`config.mk`:
```
export PLATFORM = sky130hd
export DESIGN_NAME = fc_state_rx
export DESIGN_NICKNAME = d
export VERILOG_FILES = /design/src/rtl/fc_pkg.sv /design/src/rtl/fc_state_rx_prim_detect.sv /design/src/rtl/fc_state_rx.sv
export SDC_FILE = /design/constraint.sdc
export NUM_CORES = 1
export LEC_CHECK = 0
export CORE_MARGIN = 5
export CORE_UTILIZATION = 30
export CTS_BUF_LIST = sky130_fd_sc_hd__clkbuf_4
export DETAILED_ROUTE_END_ITERATION = 7
export PLACE_DENSITY = 0.55
export SKIP_LAST_GASP = 1
export SYNTH_ARGS = -nofsm -noshare
export SYNTH_HDL_FRONTEND = slang
export SYNTH_SLANG_ARGS = --single-unit
```
`constraint.sdc`:
```
create_clock -name clk -period 6.3 [get_ports clk]
set_input_delay 1.26 -clock clk [delete_from_list [all_inputs] [get_ports clk]]
set_output_delay 1.26 -clock clk [all_outputs]
set_load 0.02 [all_outputs]
```
`src/rtl/fc_pkg.sv`:
```
// Shared Fibre Channel definitions: port states, primitive classes and the
// ordered-set words used to recognize them on the receive stream.
package fc;

  typedef enum logic [3:0] {
    STATE_AC  = 4'd0,
    STATE_LR1 = 4'd1,
    STATE_LR2 = 4'd2,
    STATE_LR3 = 4'd3,
    STATE_OL1 = 4'd4,
    STATE_OL2 = 4'd5,
    STATE_OL3 = 4'd6,
    STATE_LF1 = 4'd7,
    STATE_LF2 = 4'd8
  } state_t;

  typedef enum logic [2:0] {
    PRIM_NONE = 3'd0,
    PRIM_OLS  = 3'd1,
    PRIM_NOS  = 3'd2,
    PRIM_LR   = 3'd3,
    PRIM_LRR  = 3'd4,
    PRIM_IDLE = 3'd5
  } prim_t;

  // Ordered sets as they appear on the 32-bit bus, K28.5 in byte 3.
  localparam logic [31:0] OLS_WORD  = 32'hBC35_8A55;
  localparam logic [31:0] NOS_WORD  = 32'hBC55_BF45;
  localparam logic [31:0] LR_WORD   = 32'hBC49_BF49;
  localparam logic [31:0] LRR_WORD  = 32'hBC35_BF49;
  localparam logic [31:0] IDLE_WORD = 32'hBC95_B5B5;
  localparam logic [3:0]  PRIM_DATAK = 4'b1000;

  function automatic prim_t classify(input logic [31:0] data, input logic [3:0] datak);
    prim_t p;
    p = PRIM_NONE;
    if (datak == PRIM_DATAK) begin
      case (data)
        OLS_WORD:  p = PRIM_OLS;
        NOS_WORD:  p = PRIM_NOS;
        LR_WORD:   p = PRIM_LR;
        LRR_WORD:  p = PRIM_LRR;
        IDLE_WORD: p = PRIM_IDLE;
        default:   p = PRIM_NONE;
      endcase
    end
    return p;
  endfunction

endpackage

```
`src/rtl/fc_state_rx_prim_detect.sv`:
```
// Primitive-sequence detector: classifies each valid receive word and flags a
// primitive once SEQ_COUNT identical ordered sets have arrived back to back.
module fc_prim_detect
  import fc::*;
#(
  parameter int SEQ_COUNT = 3
) (
  input  logic        clk,
  input  logic        reset_n,
  input  logic [31:0] rx_data,
  input  logic [3:0]  rx_datak,
  input  logic        rx_valid,
  input  logic        hold,
  output prim_t       prim,
  output logic        prim_valid
);

  localparam logic [3:0] SEQ_LAST = 4'(SEQ_COUNT);

  prim_t      cls;
  prim_t      last_cls;
  logic [3:0] run_cnt;
  logic [3:0] run_next;

  always_comb begin
    cls      = classify(rx_data, rx_datak);
    run_next = run_cnt;
    if (cls != last_cls || run_cnt == 4'd0) begin
      run_next = 4'd1;
    end else if (run_cnt < SEQ_LAST) begin
      run_next = run_cnt + 4'd1;
    end
  end

  // The run survives rx_valid gaps; only a different class restarts it.
  always_ff @(posedge clk or negedge reset_n) begin
    if (!reset_n) begin
      last_cls   <= PRIM_NONE;
      run_cnt    <= 4'd0;
      prim       <= PRIM_NONE;
      prim_valid <= 1'b0;
    end else if (hold) begin
      last_cls   <= PRIM_NONE;
      run_cnt    <= 4'd0;
      prim       <= PRIM_NONE;
      prim_valid <= 1'b0;
    end else if (rx_valid) begin
      last_cls   <= cls;
      run_cnt    <= run_next;
      prim       <= cls;
      prim_valid <= (cls != PRIM_NONE) && (run_next == SEQ_LAST);
    end else begin
      prim_valid <= 1'b0;
    end
  end

endmodule

```
`src/rtl/fc_state_rx.sv`:
```
// Fibre Channel link-initialization state machine for one port: tracks the
// port state from recognized primitive sequences, sync loss, timeouts and host requests.
module fc_state_rx
  import fc::*;
#(
  parameter int SEQ_COUNT        = 3,
  parameter int SYNC_LOSS_CYCLES = 64,
  parameter int TIMEOUT_CYCLES   = 10_000_000
) (
  input  logic        clk,
  input  logic        reset_n,
  input  logic [31:0] rx_data,
  input  logic [3:0]  rx_datak,
  input  logic        rx_valid,
  input  logic        rx_sync,
  input  logic        link_reset_req,
  input  logic        offline_req,
  output state_t      state,
  output logic        state_changed,
  output logic        link_up,
  output logic [15:0] link_fail_count
);

  localparam int SW = $clog2(SYNC_LOSS_CYCLES + 1);
  localparam int TW = $clog2(TIMEOUT_CYCLES + 1);
  localparam logic [SW-1:0] SYNC_MAX  = SW'(SYNC_LOSS_CYCLES);
  localparam logic [SW-1:0] SYNC_LAST = SW'(SYNC_LOSS_CYCLES - 1);
  localparam logic [TW-1:0] TMO_LAST  = TW'(TIMEOUT_CYCLES - 1);

  prim_t         prim;
  logic          prim_valid;
  logic [SW-1:0] sync_cnt;
  logic          sync_lost;
  logic [TW-1:0] tmo_cnt;
  logic          timeout;
  state_t        next_state;
  logic          rx_ols, rx_nos, rx_lr, rx_lrr, rx_idle;

  fc_prim_detect #(
    .SEQ_COUNT(SEQ_COUNT)
  ) u_prim_detect (
    .clk        (clk),
    .reset_n    (reset_n),
    .rx_data    (rx_data),
    .rx_datak   (rx_datak),
    .rx_valid   (rx_valid),
    .hold       (!rx_sync),
    .prim       (prim),
    .prim_valid (prim_valid)
  );

  assign rx_ols  = prim_valid && (prim == PRIM_OLS);
  assign rx_nos  = prim_valid && (prim == PRIM_NOS);
  assign rx_lr   = prim_valid && (prim == PRIM_LR);
  assign rx_lrr  = prim_valid && (prim == PRIM_LRR);
  assign rx_idle = prim_valid && (prim == PRIM_IDLE);

  // sync_lost is registered, so it reaches the FSM one edge after the last low sample.
  always_ff @(posedge clk or negedge reset_n) begin
    if (!reset_n) begin
      sync_cnt  <= '0;
      sync_lost <= 1'b0;
    end else if (rx_sync) begin
      sync_cnt  <= '0;
      sync_lost <= 1'b0;
    end else begin
      if (sync_cnt != SYNC_MAX) begin
        sync_cnt <= sync_cnt + SW'(1);
      end
      sync_lost <= (sync_cnt >= SYNC_LAST);
    end
  end

  assign timeout = (state != STATE_AC) && (tmo_cnt == TMO_LAST);

  always_comb begin
    next_state = state;
    if (offline_req) begin
      next_state = STATE_OL3;
    end else if (sync_lost || timeout) begin
      next_state = STATE_LF2;
    end else begin
      case (state)
        STATE_AC: begin
          if (rx_lr)               next_state = STATE_LR2;
          else if (rx_ols)         next_state = STATE_OL2;
          else if (rx_nos)         next_state = STATE_LF1;
          else if (link_reset_req) next_state = STATE_LR1;
        end
        STATE_LR1: begin
          if (rx_lrr)      next_state = STATE_LR3;
          else if (rx_lr)  next_state = STATE_LR2;
          else if (rx_ols) next_state = STATE_OL2;
          else if (rx_nos) next_state = STATE_LF1;
        end
        STATE_LR2: begin
          if (rx_lrr)       next_state = STATE_LR3;
          else if (rx_idle) next_state = STATE_AC;
          else if (rx_ols)  next_state = STATE_OL2;
          else if (rx_nos)  next_state = STATE_LF1;
        end
        STATE_LR3: begin
          if (rx_idle)     next_state = STATE_AC;
          else if (rx_lr)  next_state = STATE_LR2;
          else if (rx_ols) next_state = STATE_OL2;
          else if (rx_nos) next_state = STATE_LF1;
        end
        STATE_OL1: begin
          if (rx_ols)      next_state = STATE_OL2;
          else if (rx_lr)  next_state = STATE_LR2;
          else if (rx_nos) next_state = STATE_LF1;
        end
        STATE_OL2: begin
          if (rx_lr)       next_state = STATE_LR2;
          else if (rx_lrr) next_state = STATE_LR3;
          else if (rx_nos) next_state = STATE_LF1;
        end
        // offline_req is already known low here.
        STATE_OL3: next_state = STATE_OL1;
        STATE_LF1: begin
          if (rx_ols)     next_state = STATE_OL2;
          else if (rx_lr) next_state = STATE_LR2;
        end
        STATE_LF2: begin
          if (rx_nos)      next_state = STATE_LF1;
          else if (rx_ols) next_state = STATE_OL2;
        end
        default: next_state = STATE_LF2;
      endcase
    end
  end

  always_ff @(posedge clk or negedge reset_n) begin
    if (!reset_n) begin
      state           <= STATE_LF2;
      state_changed   <= 1'b0;
      link_up         <= 1'b0;
      link_fail_count <= 16'd0;
      tmo_cnt         <= '0;
    end else begin
      state         <= next_state;
      state_changed <= (next_state != state);
      link_up       <= (next_state == STATE_AC);
      if (next_state == STATE_LF2 && state != STATE_LF2 && link_fail_count != 16'hFFFF) begin
        link_fail_count <= link_fail_count + 16'd1;
      end
      // A firing timeout restarts the count even when it resolves to a self-transition.
      if (next_state != state || state == STATE_AC || timeout) begin
        tmo_cnt <= '0;
      end else begin
        tmo_cnt <= tmo_cnt + TW'(1);
      end
    end
  end

endmodule
```
Yosys cells after proc, flatten, opt, wreduce, memory -nomap -nowiden

Cells that the tools add are included.

Register bits: 62
Output and inout port bits: 22
Word-level logic and storage cells: 99
Input port bits: 42

$lt $le $gt $ge: 2
Multiplexer cells: 36
Reductions and logical operators: 19
$add $sub $neg: 4
Eq/ne operators: 28

Operators with widths:

| operator                | count |
|---|---|
| $eq A32 B32 Y1 const B  | 5 |
| $mux W4                 | 25 |
| $pmux W4 S9             | 1 |
| $add A24 B1 Y24 const B | 1 |
| $eq A24 B24 Y1 const B  | 1 |
| $mux W24                | 1 |
| $add A16 B1 Y16 const B | 1 |
| $eq A4 B3 Y1 const B    | 4 |
| $ne A16 B16 Y1 const B  | 1 |
| $pmux W3 S5             | 1 |
| $mux W7                 | 2 |
| $eq A4 B2 Y1 const B    | 3 |
| $eq A4 B4 Y1 const B    | 3 |
| $logic_not A4 Y1        | 3 |
| $logic_and A1 B1 Y1     | 9 |
| $mux W3                 | 3 |
| $add A7 B1 Y7 const B   | 1 |
| $ge A7 B6 Y1 const B    | 1 |
| $ne A7 B7 Y1 const B    | 1 |
| $eq A3 B2 Y1 const B    | 2 |
| $eq A3 B3 Y1 const B    | 2 |
| $add A4 B1 Y4 const B   | 1 |
| $eq A4 B1 Y1 const B    | 1 |
| $logic_or A1 B1 Y1      | 4 |
| 10 further kinds        | 12 |

Logic depth before layout (Yosys ltp)

Gate-level depths: netlist of run 1.

Depth in word-level cells: 13
Gate-level depth with buffers: 10

Hierarchy

Synthesis of run 1 repeated with hierarchy kept, for this count alone.

Cells, all modules: 447
Area, all modules: 4,192.8 um^2

Modules (own cells, without submodules):

| module         | seq. area each (um^2) | area each (um^2) | instances | cells each |
|---|---|---|---|---|
| fc_state_rx    | 1,352.5               | 3,338.2          | 1         | 346 |
| fc_prim_detect | 200.2                 | 854.6            | 1         | 101 |

Worst setup path before layout of run 1

No wires, ideal clock.

Path type: input -> register
Start: input rx_datak[1]
End: register u_prim_detect.prim_valid
Path slack: 3.034 ns
Arrival: 3.198 ns
Stages: 6
Library setup time: 0.068 ns
Cell sequence: or4b_1 or4b_1 o31ai_2 xor2_1 nor3_2 and4_1

Cells in the longest elaborated chain, start to end: 9
Elaborated cells between the ends (all ways): 10
Classes of those cells: eq/ne: 3; mux: 4; reduce/logical: 3

RTL lines:

| element               | line                          | source |
|---|---|---|
| from (decl)           | fc_state_rx.sv:13             | `input logic [3:0] rx_datak,` |
| $eq A4 B4 Y1 *        | fc_pkg.sv:37                  | `if (datak == PRIM_DATAK) begin` |
| $mux W3 *             | fc_pkg.sv:37                  |  |
| $ne A3 B3 Y1          | fc_state_rx_prim_detect.sv:28 | `if (cls != last_cls \|\| run_cnt == 4'd0) begin` |
| $logic_or A1 B1 Y1    | fc_state_rx_prim_detect.sv:28 |  |
| $mux W4               | fc_state_rx_prim_detect.sv:28 |  |
| $eq A4 B2 Y1          | fc_state_rx_prim_detect.sv:51 | `prim_valid <= (cls != PRIM_NONE) && (run_next == SEQ_LAST);` |
| $logic_and A1 B1 Y1 * | fc_state_rx_prim_detect.sv:51 |  |
| $mux W1 *             | fc_state_rx_prim_detect.sv:47 | `end else if (rx_valid) begin` |
| $mux W1 *             | fc_state_rx_prim_detect.sv:42 | `end else if (hold) begin` |
| to (signal assigned)  | fc_state_rx_prim_detect.sv:51 |  |
| to (decl)             | fc_state_rx_prim_detect.sv:15 | `output logic prim_valid` |

Every way passes the cells marked *; elsewhere a longest branch is shown, timed or not.
A chain may end at the register's enable or synchronous reset.

Final worst setup path of run 1

Start: input rx_data[15]
End: register u_prim_detect.prim_valid

Cells in the longest elaborated chain, start to end: 10
Elaborated cells between the ends (all ways): 15
Classes of those cells: eq/ne: 7; mux: 5; reduce/logical: 3

RTL lines:

| element               | line                          | source |
|---|---|---|
| from (decl)           | fc_state_rx.sv:12             | `input logic [31:0] rx_data,` |
| $eq A32 B32 Y1        | fc_pkg.sv:38                  | `case (data)` |
| $pmux W3 S5 *         | fc_pkg.sv:38                  |  |
| $mux W3 *             | fc_pkg.sv:37                  |  |
| $ne A3 B3 Y1          | fc_state_rx_prim_detect.sv:28 |  |
| $logic_or A1 B1 Y1    | fc_state_rx_prim_detect.sv:28 |  |
| $mux W4               | fc_state_rx_prim_detect.sv:28 |  |
| $eq A4 B2 Y1          | fc_state_rx_prim_detect.sv:51 |  |
| $logic_and A1 B1 Y1 * | fc_state_rx_prim_detect.sv:51 |  |
| $mux W1 *             | fc_state_rx_prim_detect.sv:47 |  |
| $mux W1 *             | fc_state_rx_prim_detect.sv:42 |  |

Marks and branches as above.

==> flow_metrics.tcl, run 1 <==
set metrics [dict create \
    wl_um 9320 \
    drt-met1-wl_um 4140 \
    cp_slowest_cell "or4bb_1" \
    die_h_um 125 \
    synth-async-reset-ratio_pct 100 \
    ir_drop_uv 70.3 \
    final.setup_skew_ns 0.0158 \
    slew_violations 0 \
    timing.fmax_ghz 0.294 \
    hp-class "flop to flop" \
    met2_wirelength_um 4760 \
    grt.overflow.total 0 \
    dp_hpwl_um 6740 \
    finalSetupTns_ns 0 \
    synth_fp_nets 462 \
    clock_power_share_pct 30.3 \
    dieArea_um2 15700 \
    comb_power_share_pct 14.4 \
    drive_gt1_share_pct 11.0 \
    cap_violations 0 \
    setup_viol 0 \
    via_per_inst 5.13 \
    dr_total_vias 3332 \
    antenna_found_initial 0 \
    die_x_um 125 \
    final_util_pct 37.0 \
    area_delta_synth_final_pct 21.7 \
    grt.total_usage_pct 12.3 \
    clk_pin_slew_ns 0.11 \
    path_cells "clkdlybuf4s50_1 -> or4bb_1 -> nor3_1 -> nand3_1 -> o31ai_2 -> xor2_1 -> nor3_2 -> and4_1" \
    p_int_mw 0.549 \
    cts_inserted_buffers 9 \
    tightest_slew_ns 0.892 \
    drt_pass1_iterations 4 \
    numPortBuffers 63 \
    synth_ff_type "dfrtp_1" \
    core_um2 13100 \
    wire_per_inst_um 14.4 \
    critPathTopFamily "simple AND/OR/NAND/NOR gates" \
    post_cts_resized 0 \
    slew_headroom_pct 40.5 \
    syn_area_um2 3990 \
    cts_hold_buffers 0 \
    synth-edff-count 0 \
    ff_latch_area_um2 1550 \
    clkLatencyLatePin_ns 0.41 \
    seqPwrFrac_pct 55.3 \
    gp_congestion 0.800 \
    synth_cells 414 \
    outcome "completed" \
    cts_tree "built" \
    grt_pass1_vias 3391 \
    rsz0062_at_grt "no" \
    clk_path_buf_depth 2 \
    synth.avg_cell_area_um2 9.64 \
    fin_crit_sh_pct 54.0 \
    max_stage_delay_ns 0.53 \
    ios 64 \
    root_buffer "clkbuf_4" \
    worstPathArrival_ns 3.77 \
    layout.nets 516 \
    leakagePower_nw 1.90 \
    grt_max_degree 63 \
    multi_input_area_um2 2290 \
    switching_share_pct 28.2 \
    ant_nets 0 \
    start_kind "primary input" \
    crit_fanout 5 \
    period_minus_slack_ns 3.41 \
    cp_num_buf_inv 1 \
    synth-seq-cells 62 \
    rows 42 \
    initial_core_util_pct 30.4 \
    yosysSeqAreaShare_pct 38.9 \
    hold_violations 0 \
    wl_met3_um 336 \
    p_sw_mw 0.216 \
    path_class "primary input to flop" \
    grt_pass1_wl_um 16300 \
    cts_max_level 3 \
    yosysUniqueCellTypes 67 \
    crit_required_ns 6.66 \
    cts_setup_buffers 0 \
    drc 0 \
    powerDensity_nw_per_um2 157 \
    clock_sinks 62 \
    yosysWarningCount 0 \
    fillers 1347 \
    end_kind "flop" \
    dr.max_layer_used "met4" \
    drt_iter0_drc 132 \
    diodes 0 \
]
-- worst reg2reg max path, delay by kind of cell (launching register included) --
| family | cells | cell delay (ns) |
|---|---|---|
| AO/OA/AOI/OAI | 1 | 0.45 |
| flip-flops | 1 | 0.67 |
| AND/OR/NAND/NOR | 6 | 1.92 |
-- metrics by stage --
step           hold slack [ns]  setup slack, ns  area [um2]  total power [mW]  cells
3_3_place_gp             0.482             2.50        4740             0.541    633
2_1_floorplan            0.502             3.03        3990             0.481    414
5_1_grt                  0.536             2.61        4860             0.809    649
6_report                 0.504             2.89        4860             0.765    649
4_1_cts                  0.508             2.92        4860             0.780    649
3_5_place_dp             0.489             2.45        4740             0.543    633
-- flip-flops by register name, summed over array words and instances (netlist names), 3 cells and up --
signal	count
state	4
link_fail_count	16
u_prim_detect.last_cls	3
tmo_cnt	24
sync_cnt	7
u_prim_detect.run_cnt	4
-- cells in the final DEF, fill, tap and decap left out, types with 4 or more instances in the layout --
cell type,n
a21oi_1,8
o21ai_0,10
a31oi_1,4
dfrtp_1,61
and3_1,12
nand4b_1,4
clkdlybuf4s50_1,62
nand3_1,24
xor2_1,24
and4_1,6
nor2_1,26
nor2b_1,7
nor4_1,14
ha_1,6
nor3_1,14
nand4_1,11
xnor2_1,24
clkbuf_4,10
nor4b_1,5
nor4_2,13
nand2_1,29
inv_1,10
nand2b_1,13
and2_1,5
-- area by class of cell --
| type | count | share of cell area [%] |
|---|---|---|
| inverter | 10 | 0.773 |
| clock inverter | 6 | 0.799 |
| timing repair buffer | 65 | 13.2 |
| clock buffer | 10 | 1.55 |
| sequential | 62 | 32.0 |
| multi-input combinational | 320 | 47.2 |
| tap | 176 | 4.53 |
-- path summary, 6_finish.rpt --
| path | startpoint | slack, ns | endpoint | cells past startpoint |
|---|---|---|---|---|
| max | rx_data[15] | 2.89 | u_prim_detect.prim_valid$_DFF_PN0_ | 8 |
| min | link_fail_count[10]$_DFFE_PN0P_ | 0.50 | link_fail_count[10]$_DFFE_PN0P_ | 1 |
| max reg2reg | state[1]$_DFF_PN0_ | 3.14 | state_changed$_DFF_PN0_ | 7 |
| min reg2reg | link_fail_count[10]$_DFFE_PN0P_ | 0.50 | link_fail_count[10]$_DFFE_PN0P_ | 1 |
| max in group asynchronous | reset_n | 4.76 | tmo_cnt[5]$_DFF_PN0_ | 2 |
| min in group asynchronous | reset_n | 1.00 | tmo_cnt[6]$_DFF_PN0_ | 2 |
-- cell usage after synthesis, types with 4 or more instances --
library cell	number	area share (%)
inv_1	10	0.94
nor4_1	14	2.2
xnor2_1	24	5.3
nand4_1	11	1.7
clkbuf_1	7	0.66
and3_1	12	1.9
a31oi_1	4	0.63
ha_1	6	1.9
nand2b_1	13	2.0
nor4b_1	5	1.1
dfrtp_1	61	38
nand4b_1	4	0.88
nand3_1	24	3.0
a21oi_1	8	1.0
and2_1	5	0.78
nor3_1	14	1.8
and4_1	6	1.3
nand2_1	29	2.7
xor2_1	24	5.3
nor2_1	26	2.4
o21ai_0	10	1.3
buf_2	11	1.4
nor2b_1	7	1.1
nor4_2	13	4.1
-- per-layer routing --
metal | GRT usage, % | vias up
met2 | 20.8 | 49
met3 | 3.67 | 8
met1 | 15.4 | 1646
li1 | - | 1629
met4 | 2.87 | 0
met5 | 0 | -
-- cell families (layout without fill, tap and decap cells) --
family	after synthesis	after routing	synth area share [%]
compound gates	51	51	10.5
xor+xnor	48	48	10.5
fa+ha+maj	6	6	1.88
buf+inv	32	91	3.83
flops	62	62	38.9
mux	5	5	1.32
simple gates	210	210	33.1
-- power by group through the flow --
stage          logic [mW]  clock network, mW  registers [mW]
2_1_floorplan      0.0454                  0           0.436
3_3_place_gp        0.111                  0           0.431
3_5_place_dp        0.112                  0           0.431
4_1_cts             0.112              0.245           0.423
5_1_grt             0.122              0.260           0.426
6_report            0.110              0.232           0.423
No activity file was read; power rests on OpenSTA's default activity.
==> run 2: changes to the inputs <==
--- a/config.mk
+++ b/config.mk
@@ -9,7 +9,7 @@
 export CORE_UTILIZATION = 30
 export CTS_BUF_LIST = sky130_fd_sc_hd__clkbuf_4
 export DETAILED_ROUTE_END_ITERATION = 7
-export PLACE_DENSITY = 0.55
+export PLACE_DENSITY = 0.57
 export SKIP_LAST_GASP = 1
 export SYNTH_ARGS = -nofsm -noshare
 export SYNTH_HDL_FRONTEND = slang
==> constraint.sdc (replaced) <==
create_clock -name clk -period 3.1 [get_ports clk]
set_input_delay 0.62 -clock clk [delete_from_list [all_inputs] [get_ports clk]]
set_output_delay 0.62 -clock clk [all_outputs]
set_load 0.02 [all_outputs]
==> flow_metrics.tcl, run 2 (synthesized netlist as in run 1, its figures left out) <==
set metrics [dict create \
    numPortBuffers 63 \
    grt_pass1_vias 3456 \
    drive_gt1_share_pct 12.7 \
    slew_headroom_pct 57.6 \
    path_class "primary input to flop" \
    diodes 0 \
    reg2reg_slack_ns 0.51 \
    rr_endpoint "state_changed$_DFF_PN0_" \
    cap_violations 0 \
    clkLatencyLatePin_ns 0.41 \
    wire_per_inst_um 14.4 \
    drc 0 \
    ant_nets 0 \
    cts_setup_buffers 0 \
    drt_pass1_iterations 6 \
    fillers 1377 \
    die_x_um 125 \
    final.setup_skew_ns 0.0130 \
    hp-class "primary input to asynchronous set/reset pin" \
    busiest_layer "met2" \
    rows 42 \
    ir_drop_uv 177 \
    area_delta_synth_final_pct 25.5 \
    r2r_cells 7 \
    timing.fmax_ghz 0.369 \
    finalSetupTns_ns 0 \
    gp_congestion 0.832 \
    ios 64 \
    outcome "completed" \
    hold_violations 0 \
    post_cts_resized 0 \
    wl_um 9540 \
    rsz0062_at_grt "no" \
    die_h_um 125 \
    grt_pass1_wl_um 16700 \
    initial_core_util_pct 30.4 \
    worstSetupStartpoint "rx_data[15]" \
    tightest_slew_ns 0.636 \
    end_kind "flop" \
    clk_path_buf_depth 2 \
    cts_hold_buffers 0 \
    slew_violations 0 \
    final_cell_mix "clkdlybuf4s50_1, dfrtp_1, nand2_1" \
    cts_inserted_buffers 9 \
    start_kind "primary input" \
    leakagePower_nw 1.99 \
    met2_usage_pct 21.1 \
    use_met1_pct 15.8 \
    use_met3_pct 4.09 \
    grt_max_degree 38 \
    cts_max_level 3 \
    timing.rr.start "state[0]$_DFF_PN0_" \
    worstPathArrival_ns 3.06 \
    grt.overflow.total 0 \
    largest_reg_flops 24 \
    core_um2 13100 \
    top_regs "tmo_cnt x24, link_fail_count x16, sync_cnt x7" \
    dieArea_um2 15700 \
    via_per_inst 5.17 \
    fin_crit_sh_pct 87.3 \
    crit_required_ns 3.45 \
    cts_tree "built" \
    root_buffer "clkbuf_4" \
    hold_slack_ns 0.223 \
    dp_hpwl_um 7060 \
    setup_viol 0 \
    crit_fanout 5 \
    clock_sinks 62 \
    layout_commonest_cell "clkdlybuf4s50_1" \
    grt.total_usage_pct 12.6 \
    dr_total_vias 3430 \
    regMostFlops "tmo_cnt" \
    clk_pin_slew_ns 0.11 \
    antenna_found_initial 0 \
    layout.nets 530 \
    drt_iter0_drc 166 \
    powerDensity_nw_per_um2 324 \
    period_minus_slack_ns 2.71 \
]
==> run 2: cell count changes in the layout (fill, tap and decap cells not counted), sizes merged <==
cell,delta
clkinvlp,-2
clkinv,+2
buf,+14
clkbuf,-1
bufinv,+1
==> run 2: where the power goes <==
group	switching, mW	internal, mW
sequential	0.0266	0.831
clock	0.294	0.233
combinational	0.115	0.125
==> run 2: stage by stage <==
stage | utilization (%) | std cells | worst slack, ns | power, mW | area (um2)
floorplan | - | 414 | 0.474 | 0.978 | 3990
global placement | 37.2 | 647 | -0.0227 | 1.11 | 4890
detailed placement | 37.2 | 647 | -0.0261 | 1.12 | 4890
CTS | 38.1 | 663 | 0.428 | 1.65 | 5010
global route | 38.1 | 663 | 0.217 | 1.71 | 5010
finish | 38.1 | 663 | 0.393 | 1.62 | 5010
==> run 2: final cells by class <==
type	count	area, um2	share of cell area [%]
repair buffers	79	783	15.6
clock inverters	7	55.1	1.10
multi-input cells	320	2290	45.8
flip-flops and latches	62	1550	31.0
inverters	10	37.5	0.749
clock buffers	9	67.6	1.35
well taps	176	220	4.40
==> run 2: worst max-delay path by stage <==
stage                                          to  slack [ns]
2_1_floorplan  u_prim_detect.prim_valid$_DFF_PN0_        0.47
3_3_place_gp   u_prim_detect.prim_valid$_DFF_PN0_       -0.02
3_5_place_dp   u_prim_detect.prim_valid$_DFF_PN0_       -0.03
4_1_cts        u_prim_detect.prim_valid$_DFF_PN0_        0.43
5_1_grt        u_prim_detect.prim_valid$_DFF_PN0_        0.22
6_report       u_prim_detect.prim_valid$_DFF_PN0_        0.39
==> run 2: critical path, cell delays in order <==
cell and delay [ns]:
clkdlybuf4s50_1 0.45, or4bb_1 0.53, nor3_1 0.33, nand3_1 0.14, o31ai_2 0.30, xor2_1 0.13
nor3_2 0.32, and4_1 0.23
==> run 2: metal layers <==
layer	vias to the layer above	wire length [um]
li1	1655	-
met1	1685	4160
met2	76	4780
met3	14	454
met4	0	144
met5	-	0
==> run 3: changes to the inputs <==
--- a/config.mk
+++ b/config.mk
@@ -9,6 +9,7 @@
 export CORE_UTILIZATION = 30
 export CTS_BUF_LIST = sky130_fd_sc_hd__clkbuf_4
 export DETAILED_ROUTE_END_ITERATION = 7
+export MAX_ROUTING_LAYER = met4
 export PLACE_DENSITY = 0.57
 export SKIP_LAST_GASP = 1
 export SYNTH_ARGS = -nofsm -noshare
==> flow_metrics.tcl, run 3 (synthesized netlist as in run 1, its figures left out) <==
set metrics [dict create \
    cts_tree "built" \
    max_stage_delay_ns 0.53 \
    crit_fanout 5 \
    stdcell_count 663 \
    grt.total_usage_pct 13.0 \
    layout_commonest_cell "clkdlybuf4s50_1" \
    place_inst 647 \
    cp_num_buf_inv 1 \
    dp_hpwl_um 7060 \
    core_um2 13100 \
    grt.overflow.total 0 \
    drc 0 \
    reg2reg_slack_ns 0.50 \
    dr_total_vias 3408 \
    worstPathArrival_ns 3.05 \
    cp_slowest_cell "or4bb_1" \
    grt_pass1_wl_um 16700 \
    ios 64 \
    crit_required_ns 3.45 \
    initial_core_util_pct 30.4 \
    largest_reg_flops 24 \
    clk_pin_slew_ns 0.10 \
    die_h_um 125 \
    final_util_pct 38.1 \
    drive_gt1_share_pct 12.7 \
    period_minus_slack_ns 2.70 \
    slew_headroom_pct 57.4 \
    ant_nets 0 \
    clk_path_buf_depth 2 \
    grt_pass1_vias 3456 \
    outcome "completed" \
    rows 42 \
    cap_violations 0 \
    die_x_um 125 \
    clkLatencyLatePin_ns 0.42 \
    final_cell_mix "clkdlybuf4s50_1, dfrtp_1, nand2_1" \
    rsz0062_at_grt "no" \
    end_kind "flop" \
    top_regs "tmo_cnt x24, link_fail_count x16, sync_cnt x7" \
    slew_violations 0 \
    via_per_inst 5.14 \
    powerDensity_nw_per_um2 324 \
    final.setup_skew_ns 0.0130 \
    setup_viol 0 \
    finalWorstSetupSlack_ns 0.397 \
    drt_pass1_iterations 4 \
    antenna_found_initial 0 \
    drt_iter0_drc 168 \
    path_class "primary input to flop" \
    fillers 1377 \
    path_cells "clkdlybuf4s50_1 -> or4bb_1 -> nor3_1 -> nand3_1 -> o31ai_2 -> xor2_1 -> nor3_2 -> and4_1" \
    wl_um 9570 \
    hold_violations 0 \
    gp_congestion 0.845 \
    dieArea_um2 15700 \
    tightest_slew_ns 0.634 \
    hold_slack_ns 0.222 \
    leakagePower_nw 1.99 \
    diodes 0 \
    grt_max_degree 38 \
    layout.nets 530 \
    cts_inserted_buffers 9 \
    ir_drop_uv 178 \
    timing.fmax_ghz 0.370 \
    cts_max_level 3 \
    regMostFlops "tmo_cnt" \
    hp-class "primary input to asynchronous set/reset pin" \
    cts_setup_buffers 0 \
    root_buffer "clkbuf_4" \
    area_delta_synth_final_pct 25.5 \
    post-place-ws_ns -0.0261 \
    clock_sinks 62 \
    post_cts_resized 0 \
    fin_crit_sh_pct 87.2 \
    wire_per_inst_um 14.4 \
    numPortBuffers 63 \
    start_kind "primary input" \
    cts_hold_buffers 0 \
    critPathTopFamily "simple AND/OR/NAND/NOR gates" \
]
run 3: routing by layer:
| layer | global-route usage, % | wire length [um] | vias up |
|---|---|---|---|
| met5 | - | 0 | - |
| met4 | 2.81 | 136 | 0 |
| met3 | 3.88 | 378 | 12 |
| met2 | 21.1 | 4720 | 59 |
| met1 | 16.1 | 4340 | 1681 |
| li1 | - | - | 1656 |
run 3: cell type report:
type / instances / area (um2) / area share (%)
Clock buffer: 9 / 67.6 / 1.35
Clock inverter: 7 / 55.1 / 1.10
Inverter: 10 / 37.5 / 0.749
Multi-Input combinational cell: 320 / 2290 / 45.8
Sequential cell: 62 / 1550 / 31.0
Tap cell: 176 / 220 / 4.40
Timing Repair Buffer: 79 / 783 / 15.6
run 3: worst paths after layout:
kind	cells past startpoint	start	to
hold reg to reg	1	link_fail_count[14]$_DFFE_PN0P_	link_fail_count[14]$_DFFE_PN0P_
setup / recovery	8	rx_data[15]	u_prim_detect.prim_valid$_DFF_PN0_
setup reg to reg	7	state[0]$_DFF_PN0_	state_changed$_DFF_PN0_
min in group clk	1	link_fail_count[14]$_DFFE_PN0P_	link_fail_count[14]$_DFFE_PN0P_
hold / removal	1	reset_n	tmo_cnt[15]$_DFF_PN0_
max in group asynchronous	2	reset_n	state[3]$_DFF_PN1_
run 3: stage by stage:
stage / setup TNS [ns] / power [mW] / instance area, um2
final: 0 / 1.62 / 5010
after global routing: 0 / 1.71 / 5010
after CTS: 0 / 1.65 / 5010
after detailed placement: -0.0318 / 1.12 / 4890
after global placement: -0.0227 / 1.11 / 4890
after floorplan: 0 / 0.978 / 3990
run 3: power by group:
group	internal, mW	switching (mW)
combinational	0.125	0.115
sequential	0.831	0.0265
clock	0.233	0.294
total	1.19	0.436
